### src/rtl/uart_tx.sv
// uart_tx: 8N1 UART transmitter. Sends one byte per valid/ready handshake,
// LSB first, with one start bit and one stop bit, each CYCLE clocks long.
//
// Ports:
//   clk           - clock
//   rst_n         - asynchronous active-low reset
//   tx_data       - byte to send, latched on handshake
//   tx_data_valid - upstream has a byte
//   tx_data_ready - transmitter can accept a byte (registered)
//   tx_pin        - serial line, idle high (registered)
module uart_tx #(
  parameter int unsigned CLK_FRE   = 27,
  parameter int unsigned BAUD_RATE = 115200
) (
  input  logic       clk,
  input  logic       rst_n,
  input  logic [7:0] tx_data,
  input  logic       tx_data_valid,
  output logic       tx_data_ready,
  output logic       tx_pin
);

  localparam int unsigned CYCLE      = CLK_FRE * 1000000 / BAUD_RATE;
  localparam logic [15:0] CYCLE_LAST = 16'(CYCLE - 1);

  localparam logic [1:0] S_IDLE      = 2'd0;
  localparam logic [1:0] S_START     = 2'd1;
  localparam logic [1:0] S_SEND_BYTE = 2'd2;
  localparam logic [1:0] S_STOP      = 2'd3;

  // Reject bit periods the 16-bit cycle counter cannot represent.
  if (CYCLE < 2 || CYCLE > 65535) begin : g_bad_cycle
    $error("uart_tx: CLK_FRE/BAUD_RATE gives CYCLE outside 2..65535");
  end

  logic [1:0]  r_state;
  logic [15:0] r_cycle_cnt;
  logic [2:0]  r_bit_cnt;
  logic [7:0]  r_data;
  logic        r_tx_pin;
  logic        r_tx_data_ready;

  logic [1:0]  w_state_nxt;
  logic [15:0] w_cycle_cnt_nxt;
  logic [2:0]  w_bit_cnt_nxt;
  logic [7:0]  w_data_nxt;
  logic        w_tx_pin_nxt;
  logic        w_ready_nxt;
  logic        w_bit_end;
  logic [2:0]  w_bit_inc;

  assign w_bit_end = (r_cycle_cnt == CYCLE_LAST);
  assign w_bit_inc = r_bit_cnt + 3'd1;

  // State and datapath registers.
  always_ff @(posedge clk or negedge rst_n) begin
    if (!rst_n) begin
      r_state         <= S_IDLE;
      r_cycle_cnt     <= 16'd0;
      r_bit_cnt       <= 3'd0;
      r_data          <= 8'd0;
      r_tx_pin        <= 1'b1;
      r_tx_data_ready <= 1'b1;
    end else begin
      r_state         <= w_state_nxt;
      r_cycle_cnt     <= w_cycle_cnt_nxt;
      r_bit_cnt       <= w_bit_cnt_nxt;
      r_data          <= w_data_nxt;
      r_tx_pin        <= w_tx_pin_nxt;
      r_tx_data_ready <= w_ready_nxt;
    end
  end

  // Next-state, counters and next line level; the line level is computed one
  // edge ahead so every output comes straight from a flop.
  always_comb begin
    w_state_nxt     = r_state;
    w_cycle_cnt_nxt = r_cycle_cnt + 16'd1;
    w_bit_cnt_nxt   = 3'd0;
    w_data_nxt      = r_data;
    w_tx_pin_nxt    = r_tx_pin;
    w_ready_nxt     = r_tx_data_ready;

    case (r_state)
      S_IDLE: begin
        w_tx_pin_nxt = 1'b1;
        w_ready_nxt  = 1'b1;
        if (tx_data_valid && r_tx_data_ready) begin
          w_state_nxt     = S_START;
          w_data_nxt      = tx_data;
          w_ready_nxt     = 1'b0;
          w_tx_pin_nxt    = 1'b0;
          w_cycle_cnt_nxt = 16'd0;
        end
      end

      S_START: begin
        w_tx_pin_nxt = 1'b0;
        if (w_bit_end) begin
          w_state_nxt     = S_SEND_BYTE;
          w_cycle_cnt_nxt = 16'd0;
          w_tx_pin_nxt    = r_data[0];
        end
      end

      S_SEND_BYTE: begin
        w_bit_cnt_nxt = r_bit_cnt;
        if (w_bit_end) begin
          w_cycle_cnt_nxt = 16'd0;
          if (r_bit_cnt == 3'd7) begin
            w_state_nxt   = S_STOP;
            w_bit_cnt_nxt = 3'd0;
            w_tx_pin_nxt  = 1'b1;
          end else begin
            w_bit_cnt_nxt = w_bit_inc;
            w_tx_pin_nxt  = r_data[w_bit_inc];
          end
        end
      end

      S_STOP: begin
        w_tx_pin_nxt = 1'b1;
        if (w_bit_end) begin
          w_state_nxt     = S_IDLE;
          w_cycle_cnt_nxt = 16'd0;
          w_ready_nxt     = 1'b1;
        end
      end

      default: begin
        w_state_nxt     = S_IDLE;
        w_cycle_cnt_nxt = 16'd0;
        w_tx_pin_nxt    = 1'b1;
        w_ready_nxt     = 1'b1;
      end
    endcase
  end

  assign tx_pin        = r_tx_pin;
  assign tx_data_ready = r_tx_data_ready;

endmodule
### config.mk
export PLATFORM = sky130hd
export DESIGN_NAME = uart_tx
export DESIGN_NICKNAME = d
export VERILOG_FILES = /design/src/rtl/uart_tx.sv
export SDC_FILE = /design/constraint.sdc
export NUM_CORES = 1
export LEC_CHECK = 0
export BUFFER_PORTS_ARGS = -buffer_cell sky130_fd_sc_hd__clkbuf_2
export CAP_MARGIN = 20
export CORE_MARGIN = 8
export CORE_UTILIZATION = 55
export DETAILED_ROUTE_END_ITERATION = 10
export GPL_ROUTABILITY_DRIVEN = 1
export PLACE_DENSITY = 0.74
export SLEW_MARGIN = 40
export SYNTH_ARGS = -nofsm -noshare
export SYNTH_HDL_FRONTEND = slang
export SYNTH_SLANG_ARGS = --single-unit
### constraint.sdc
create_clock -name clk -period 3 [get_ports clk]
set_input_delay 0.45 -clock clk [delete_from_list [all_inputs] [get_ports clk]]
set_output_delay 0.45 -clock clk [all_outputs]
set_load 0.02 [all_outputs]
==> results.md, run 1 <==
- Power share of the combinational group: 0.018
- Share of layout cells above drive strength 1: 0.218
- Net Sw Frac: 0.199
- Worst Path Required: 3200 ps
- Crit path cell chain: inv_1 -> ha_1 -> nor3b_1 -> nand4_1 -> buf_4 -> o21ai_2 -> nor2_1
- Worst vdd ir: 464 uV
- Max cap viols: 0
- Vias: 1124
- Initial Utilization: 0.578
- # DRC: 0
- Total track usage: 0.134
- CORE AREA: 2730 um2
- Main combinational cell family by area after synthesis: simple AND/OR/NAND/NOR gates
- Setup CP Type: flop to flop
- DR vias/cell: 5.73
- Register area share after synthesis: 0.492
- Multi-input combinational cell area: around 760 um2
- Netlist cell types: 30
- Sink Count: 31
- CTS root buf: clkbuf_4
- Slew Limit Fails: 0
- Buffers on Ports: 12
- Die height: just under 70 um
- CP Capture Type: flop
- Final worst path period share: 0.629
- Final worst setup slack: 1110 ps
- Reg2reg end: r_cycle_cnt[10]$_DFF_PN0_
- Syn_nets: 167
- Layout area overhead: 11.2%
- Clk slew on worst S/H paths: ~100 ps
- First-pass GRT wire length: 5.33 mm
- Vias in the first global route: 1171
- Antenna violations before repair: 0
- Share of power burned in the clock network: 0.441
- Worst Clk Skew: around 14 ps
- Final hold vios: 0
- CTS max path bufs: 2
- Post-synthesis adder-cell area fraction: 0.0712
- Synth top area share: 0.459
- Dpl hpwl: 2.23 mm
- PD cells: about 440 nW/um2
- Post-CTS Hold Buffers: 0
- Yosys top cell by area: dfrtp_1
- WP buf/inv: 2
- Max-Slew Margin vs Limit: 0.550
- WL final: 3.06 mm
- Yosys reg bits: 31
- Post_cts resized: 0
- Internal power: 619 uW
- Worst-Skew Late Latency: around 340 ps
- Layout fillers: 218
- Antenna diodes: 0
- DP Worst Slack: ~1100 ps
- Flop pwr share: 0.540
- Antenna viol nets, final: 0
- Crit path largest cell delay: 500 ps
- Iter 0 DRT Violations: 54
- Max Fclk: around 530 MHz
- IO Pins: 13
- Yosys Warn Count: 0
- Mapped cell area: 1580 um2
- DR WL/cell: 15.6 um
- Delay-heaviest family, CP: compound AO/OA/AOI/OAI gates
- FF/Latch Area: slightly below 800 um2
- CTS buffer count: 5
- First-pass DRT Iterations: 4
- Remaining Overflow, GRT: 0
- Worst path slowest cell: o21ai_2
- Status: completed
- Multiplexer share of the synthesized area: 0.105
- CP Launch Type: flop
- Syn_area_per_cell: between 10 and 15 um2
- P_sw: between 150 and 200 uW
- Postcts setup bufs: 0
- Critical path arrival: 2080 ps
- Die width: 69.6 um
- CTS H-tree depth: 2
- Pin count of the biggest net entering global routing: 32
- Hold Crit Class: primary input to asynchronous set/reset pin
- RSZ-0062 raised after global routing: false
- Post-synthesis simple-gate area fraction: 0.183
- Die area: 4850 um2
- Cells on worst reg2reg path: 7
- Clock tree from TritonCTS: built
- R2R Setup Slk: 1110 ps
- Clock period minus worst slack: between 1500 and 2000 ps
- Leak: 0.813 nW
- Rows: 19
- Critical Path Fanout Max: 16
- R2R Path Start: r_cycle_cnt[1]$_DFF_PN0_
- Synth area leaders: dfrtp_1, ha_1, mux2_2
- Mapped Cells: 147
- # setup viols final: 0
- Total Neg Setup Slack: 0 ps
- Synth Area in Compound Gates: 0.0506
- Final GP Congestion: approximately 0.8
- Fin nets: 184
- Least-Margin Pin Slew: approximately 680 ps
- Xor/xnor share of the synthesized area: 0.0720
[layout make-up]
type / instances / share of cell area
flip-flops and latches: 31 / 0.442
clock buffers: 6 / 0.0292
multi-input cells: 106 / 0.433
well taps: 31 / 0.0220
repair buffers: 13 / 0.0384
clock inverters: 2 / 0.0199
inverters: 7 / 0.0149
[Yosys cell counts]
master,instances
mux4_2,2
dfrtp_1,29
or3_1,1
nor3_1,4
and4bb_2,2
a32oi_1,1
nand4_1,4
and2_1,1
o22a_1,1
nor4_1,1
o21ai_2,1
inv_1,7
nor3b_1,2
nand3_1,9
xor2_1,8
mux2_2,8
mux2_1,1
a21oi_1,5
ha_1,9
nand2_1,9
xnor2_1,5
o221ai_1,1
o21ai_0,2
dfstp_2,2
and3_1,1
and4_1,2
nor2_1,22
o21ai_1,2
buf_2,3
mux2i_1,2
[through the flow]
stage	total power, mW	util	cell area, um2	cells	hold WS, ps
after global routing	0.800	0.643	1760	196	193
after CTS	0.783	0.643	1760	196	186
after detailed placement	0.441	0.612	1670	188	505
after floorplan	0.426	-	1580	147	154
final	0.773	0.643	1760	196	134
after global placement	0.440	0.612	1670	188	468
[layout by cell type, fill, tap and decap left out, types with 2 or more instances in the layout]
master	n
nor3_1	4
nand4_1	4
o21ai_1	2
mux4_2	2
nor2_1	22
nor3b_1	2
xnor2_1	5
and4bb_2	2
and4_1	2
nand2_1	9
mux2_2	8
inv_1	7
nand3_1	9
o21ai_0	2
ha_1	9
a21oi_1	5
mux2i_1	2
clkbuf_4	5
clkbuf_2	11
dfrtp_1	29
dfstp_2	2
xor2_1	8
[power by group through the flow]
stage	clock [mW]	combinational (mW)	sequential [mW]
floorplan	0	0.000131	0.426
global placement	0	0.0144	0.426
detailed placement	0	0.0149	0.426
CTS	0.350	0.0151	0.418
global route	0.365	0.0171	0.418
finish	0.341	0.0142	0.418
[registers in the layout, summed over array words and instances (netlist names)]
signal and count:
r_state 2, tx_data_ready 1, tx_pin 1, r_cycle_cnt 16, r_bit_cnt 3, r_data 8
[worst register-to-register path, stage by stage (launching register included)]
cell	delay, ps
dfrtp_1	420
inv_1	70
ha_1	130
nor3b_1	190
nand4_1	120
buf_4	200
o21ai_2	500
nor2_1	140
[how the worst max path moves through the flow]
stage	start	endpoint	slack, ps	cells past startpoint
2_1_floorplan	r_bit_cnt[0]$_DFFE_PN0P_	tx_pin$_DFFE_PN1P_	1280	6
3_3_place_gp	r_cycle_cnt[1]$_DFF_PN0_	r_cycle_cnt[12]$_DFF_PN0_	1150	7
3_5_place_dp	r_cycle_cnt[1]$_DFF_PN0_	r_cycle_cnt[10]$_DFF_PN0_	1090	7
4_1_cts	r_cycle_cnt[1]$_DFF_PN0_	r_cycle_cnt[10]$_DFF_PN0_	1080	7
5_1_grt	r_cycle_cnt[1]$_DFF_PN0_	r_cycle_cnt[9]$_DFF_PN0_	950	7
6_report	r_cycle_cnt[1]$_DFF_PN0_	r_cycle_cnt[10]$_DFF_PN0_	1110	7
[metal layers]
metal  wire, um  vias up  GRT usage  part of all wire
li1           -      545          -                 -
met1       1290      554      0.147              0.42
met2       1560       19      0.223              0.51
met3        149        6     0.0544             0.049
met4         51        0     0.0603             0.017
met5          0        -          0                 0
[cell families (layout without fill, tap and decap cells)]
logic type,Yosys count,after routing
AND/OR/NAND/NOR,58,58
flip-flops,31,31
AO/OA/AOI/OAI,13,13
XOR/XNOR,13,13
multiplexers,13,13
buffers and inverters,10,28
adder cells (fa/ha/maj),9,9
(Power assumes the default switching activity.)
==> inputs of run 2 (changes only) <==
--- a/config.mk
+++ b/config.mk
@@ -8,7 +8,7 @@
 export BUFFER_PORTS_ARGS = -buffer_cell sky130_fd_sc_hd__clkbuf_2
 export CAP_MARGIN = 20
 export CORE_MARGIN = 8
-export CORE_UTILIZATION = 55
+export CORE_UTILIZATION = 52
 export DETAILED_ROUTE_END_ITERATION = 10
 export GPL_ROUTABILITY_DRIVEN = 1
 export PLACE_DENSITY = 0.74
==> constraint.sdc (replaced) <==
create_clock -name clk -period 1.7 [get_ports clk]
set_input_delay 0.255 -clock clk [delete_from_list [all_inputs] [get_ports clk]]
set_output_delay 0.255 -clock clk [all_outputs]
set_load 0.02 [all_outputs]
==> run 2 against run 1 <==
The run now ends with setup timing left. Critical path depth fell by 1. Via count up 7.5%. Worst setup slack lost 1100 ps. Global-route usage up 1.8 points. Cell count rose by 10%. Utilization increased by 1.7 points. Non-clock buffer count rose by 18. Highest routed layer unchanged.
==> results.md, run 2 (synthesized netlist as in run 1, its figures left out) <==
- Status: complete, but fails checks
- Failing checks: setup timing
- Multi-input combinational cell area: 815 um2
- # setup viols final: 1
- Remaining Overflow, GRT: 0
- Fin nets: a little over 200
- WL final: about 3.4 mm
- Worst Clk Skew: 14.9 ps
- Layout fillers: 227
- Least-Margin Pin Slew: around 690 ps
- CTS H-tree depth: 2
- Clk slew on worst S/H paths: 110 ps
- Pin count of the biggest net entering global routing: 32
- Critical path origin: r_bit_cnt[1]$_DFFE_PN0P_
- First-pass GRT wire length: just over 6 mm
- Leak: 0.911 nW
- Initial Utilization: 0.531
- Die width: 71.2 um
- CP Launch Type: flop
- Final worst path period share: 1.01
- Post-Layout Inst Area: 1970 um2
- Met1 wire length: 1.49 mm
- Iter 0 DRT Violations: 61
- Critical path arrival: 2010 ps
- CTS max path bufs: 2
- IO Pins: 13
- Slew Limit Fails: 0
- Worst-Skew Late Latency: ~340 ps
- Most frequent cells in the layout: dfrtp_1, nor2_1, buf_4, clkbuf_2, nand2_1
- Max cap viols: 0
- Non-filler cells, final: approximately 220
- Placed insts: 202
- Sink Count: 31
- Antenna diodes: 0
- Top Metal Used: met4
- CORE AREA: 2980 um2
- Antenna violations before repair: 0
- Total track usage: 0.153
- Biggest register: r_cycle_cnt
- Vias: 1208
- Crit path to: tx_pin$_DFFE_PN1P_
- Commonest non-fill, non-tap cell in the layout: dfrtp_1
- CTS buffer count: 5
- Cells on worst reg2reg path: 6
- Rows: 20
- Final worst setup slack: -23.7 ps
- Share of layout cells above drive strength 1: 0.333
- Max reg flops: 16
- FF/Latch Area: 778 um2
- Max Fclk: just under 600 MHz
- Hold Crit Class: primary input to flop
- DR WL/cell: 15.5 um
- # DRC: 0
- R2R Setup Slk: -20 ps
- WL met2: roughly 1.7 mm
- WL met3: 125 um
- Final hold vios: 0
- Post-DP Area: 1790 um2
- CTS root buf: clkbuf_4
- R2R Path Start: r_bit_cnt[1]$_DFFE_PN0P_
- Critical Path Fanout Max: 3
- Die height: around 71 um
- Reg2reg end: tx_pin$_DFFE_PN1P_
- Worst hold start: tx_data[0]
- Die area: 5060 um2
- Buffers on Ports: 12
- Setup CP Type: flop to flop
- Max-Slew Margin vs Limit: 0.543
- Worst vdd ir: 801 uV
- Clock tree from TritonCTS: built
- DR vias/cell: 5.59
- Vias in the first global route: 1280
- Total Power: 1.38 mW
- Layout area overhead: 24.4%
- Final GP Congestion: 0.833
- Largest registers: r_cycle_cnt (16), r_data (8), r_bit_cnt (3)
- PD cells: 699 nW/um2
- Antenna viol nets, final: 0
- Worst Path Required: 1980 ps
- Clock period minus worst slack: 1720 ps
- RSZ-0062 raised after global routing: true
- Dpl hpwl: 2.32 mm
- CP Capture Type: flop
- First-pass DRT Iterations: 4
==> run 2: cell count changes in the layout (fill, tap and decap cells not counted), moves of 2 or more <==
cell	change
buf_4	+15
ha_1	-2
ha_4	+2
o21ai_2	+2
==> run 2: worst max-delay path, cell delays in order, from the launching register on <==
cell and delay (ps):
dfrtp_1 420, ha_4 300, mux4_2 480, mux2i_1 150
o221ai_1 140, nand3_1 110, o21ai_2 60
==> run 2: where the power goes <==
group          internal [mW]  switching, mW  total (mW)
Clock                  0.347          0.265       0.612
Combinational        0.00968         0.0171      0.0268
Sequential             0.737              0       0.737
Total                   1.09          0.282        1.38
==> run 2: repair_timing <==
item,4_1_cts,5_1_grt
setup buffers,3,2
gates resized for setup,6,3
hold buffers,1,0
pin swaps,6,3
endpoints found under the setup margin,3,21
hold endpoints to repair,29,0
==> run 2: worst min-delay path by stage <==
stage / endpoint / slack [ps] / cells after the start
3_3_place_gp: r_cycle_cnt[6]$_DFF_PN0_ / 360 / 1
2_1_floorplan: r_bit_cnt[0]$_DFFE_PN0P_ / -40 / 0
5_1_grt: r_data[0]$_DFFE_PN0P_ / 110 / 2
6_report: r_data[0]$_DFFE_PN0P_ / 140 / 2
4_1_cts: r_data[0]$_DFFE_PN0P_ / 120 / 2
3_5_place_dp: r_cycle_cnt[6]$_DFF_PN0_ / 360 / 1
==> run 2: area by class of cell <==
type                            count  share of cell area
Clock buffer                        6              0.0261
Sequential cell                    31               0.395
Inverter                            7              0.0134
Multi-Input combinational cell    106               0.414
Timing Repair Buffer               31               0.113
Clock inverter                      2              0.0178
Tap cell                           33              0.0210
==> run 2: stage by stage <==
stage                     utilization  setup TNS, ps  setup slack, ps  hold slack [ps]
after floorplan                     -              0             28.3            -40.6
after global placement          0.601          -52.2            -41.3              356
after detailed placement        0.601           -109            -90.5              360
after CTS                       0.652          -20.8            -15.2              125
after global routing            0.661          -2010             -138              107
final                           0.661          -23.7            -23.7              138
==> run 2: per-layer routing <==
layer / vias up / GRT usage
li1: 584 / -
met1: 594 / 0.189
met2: 22 / 0.228
met3: 8 / 0.0452
met4: 0 / 0.0924
met5: - / 0
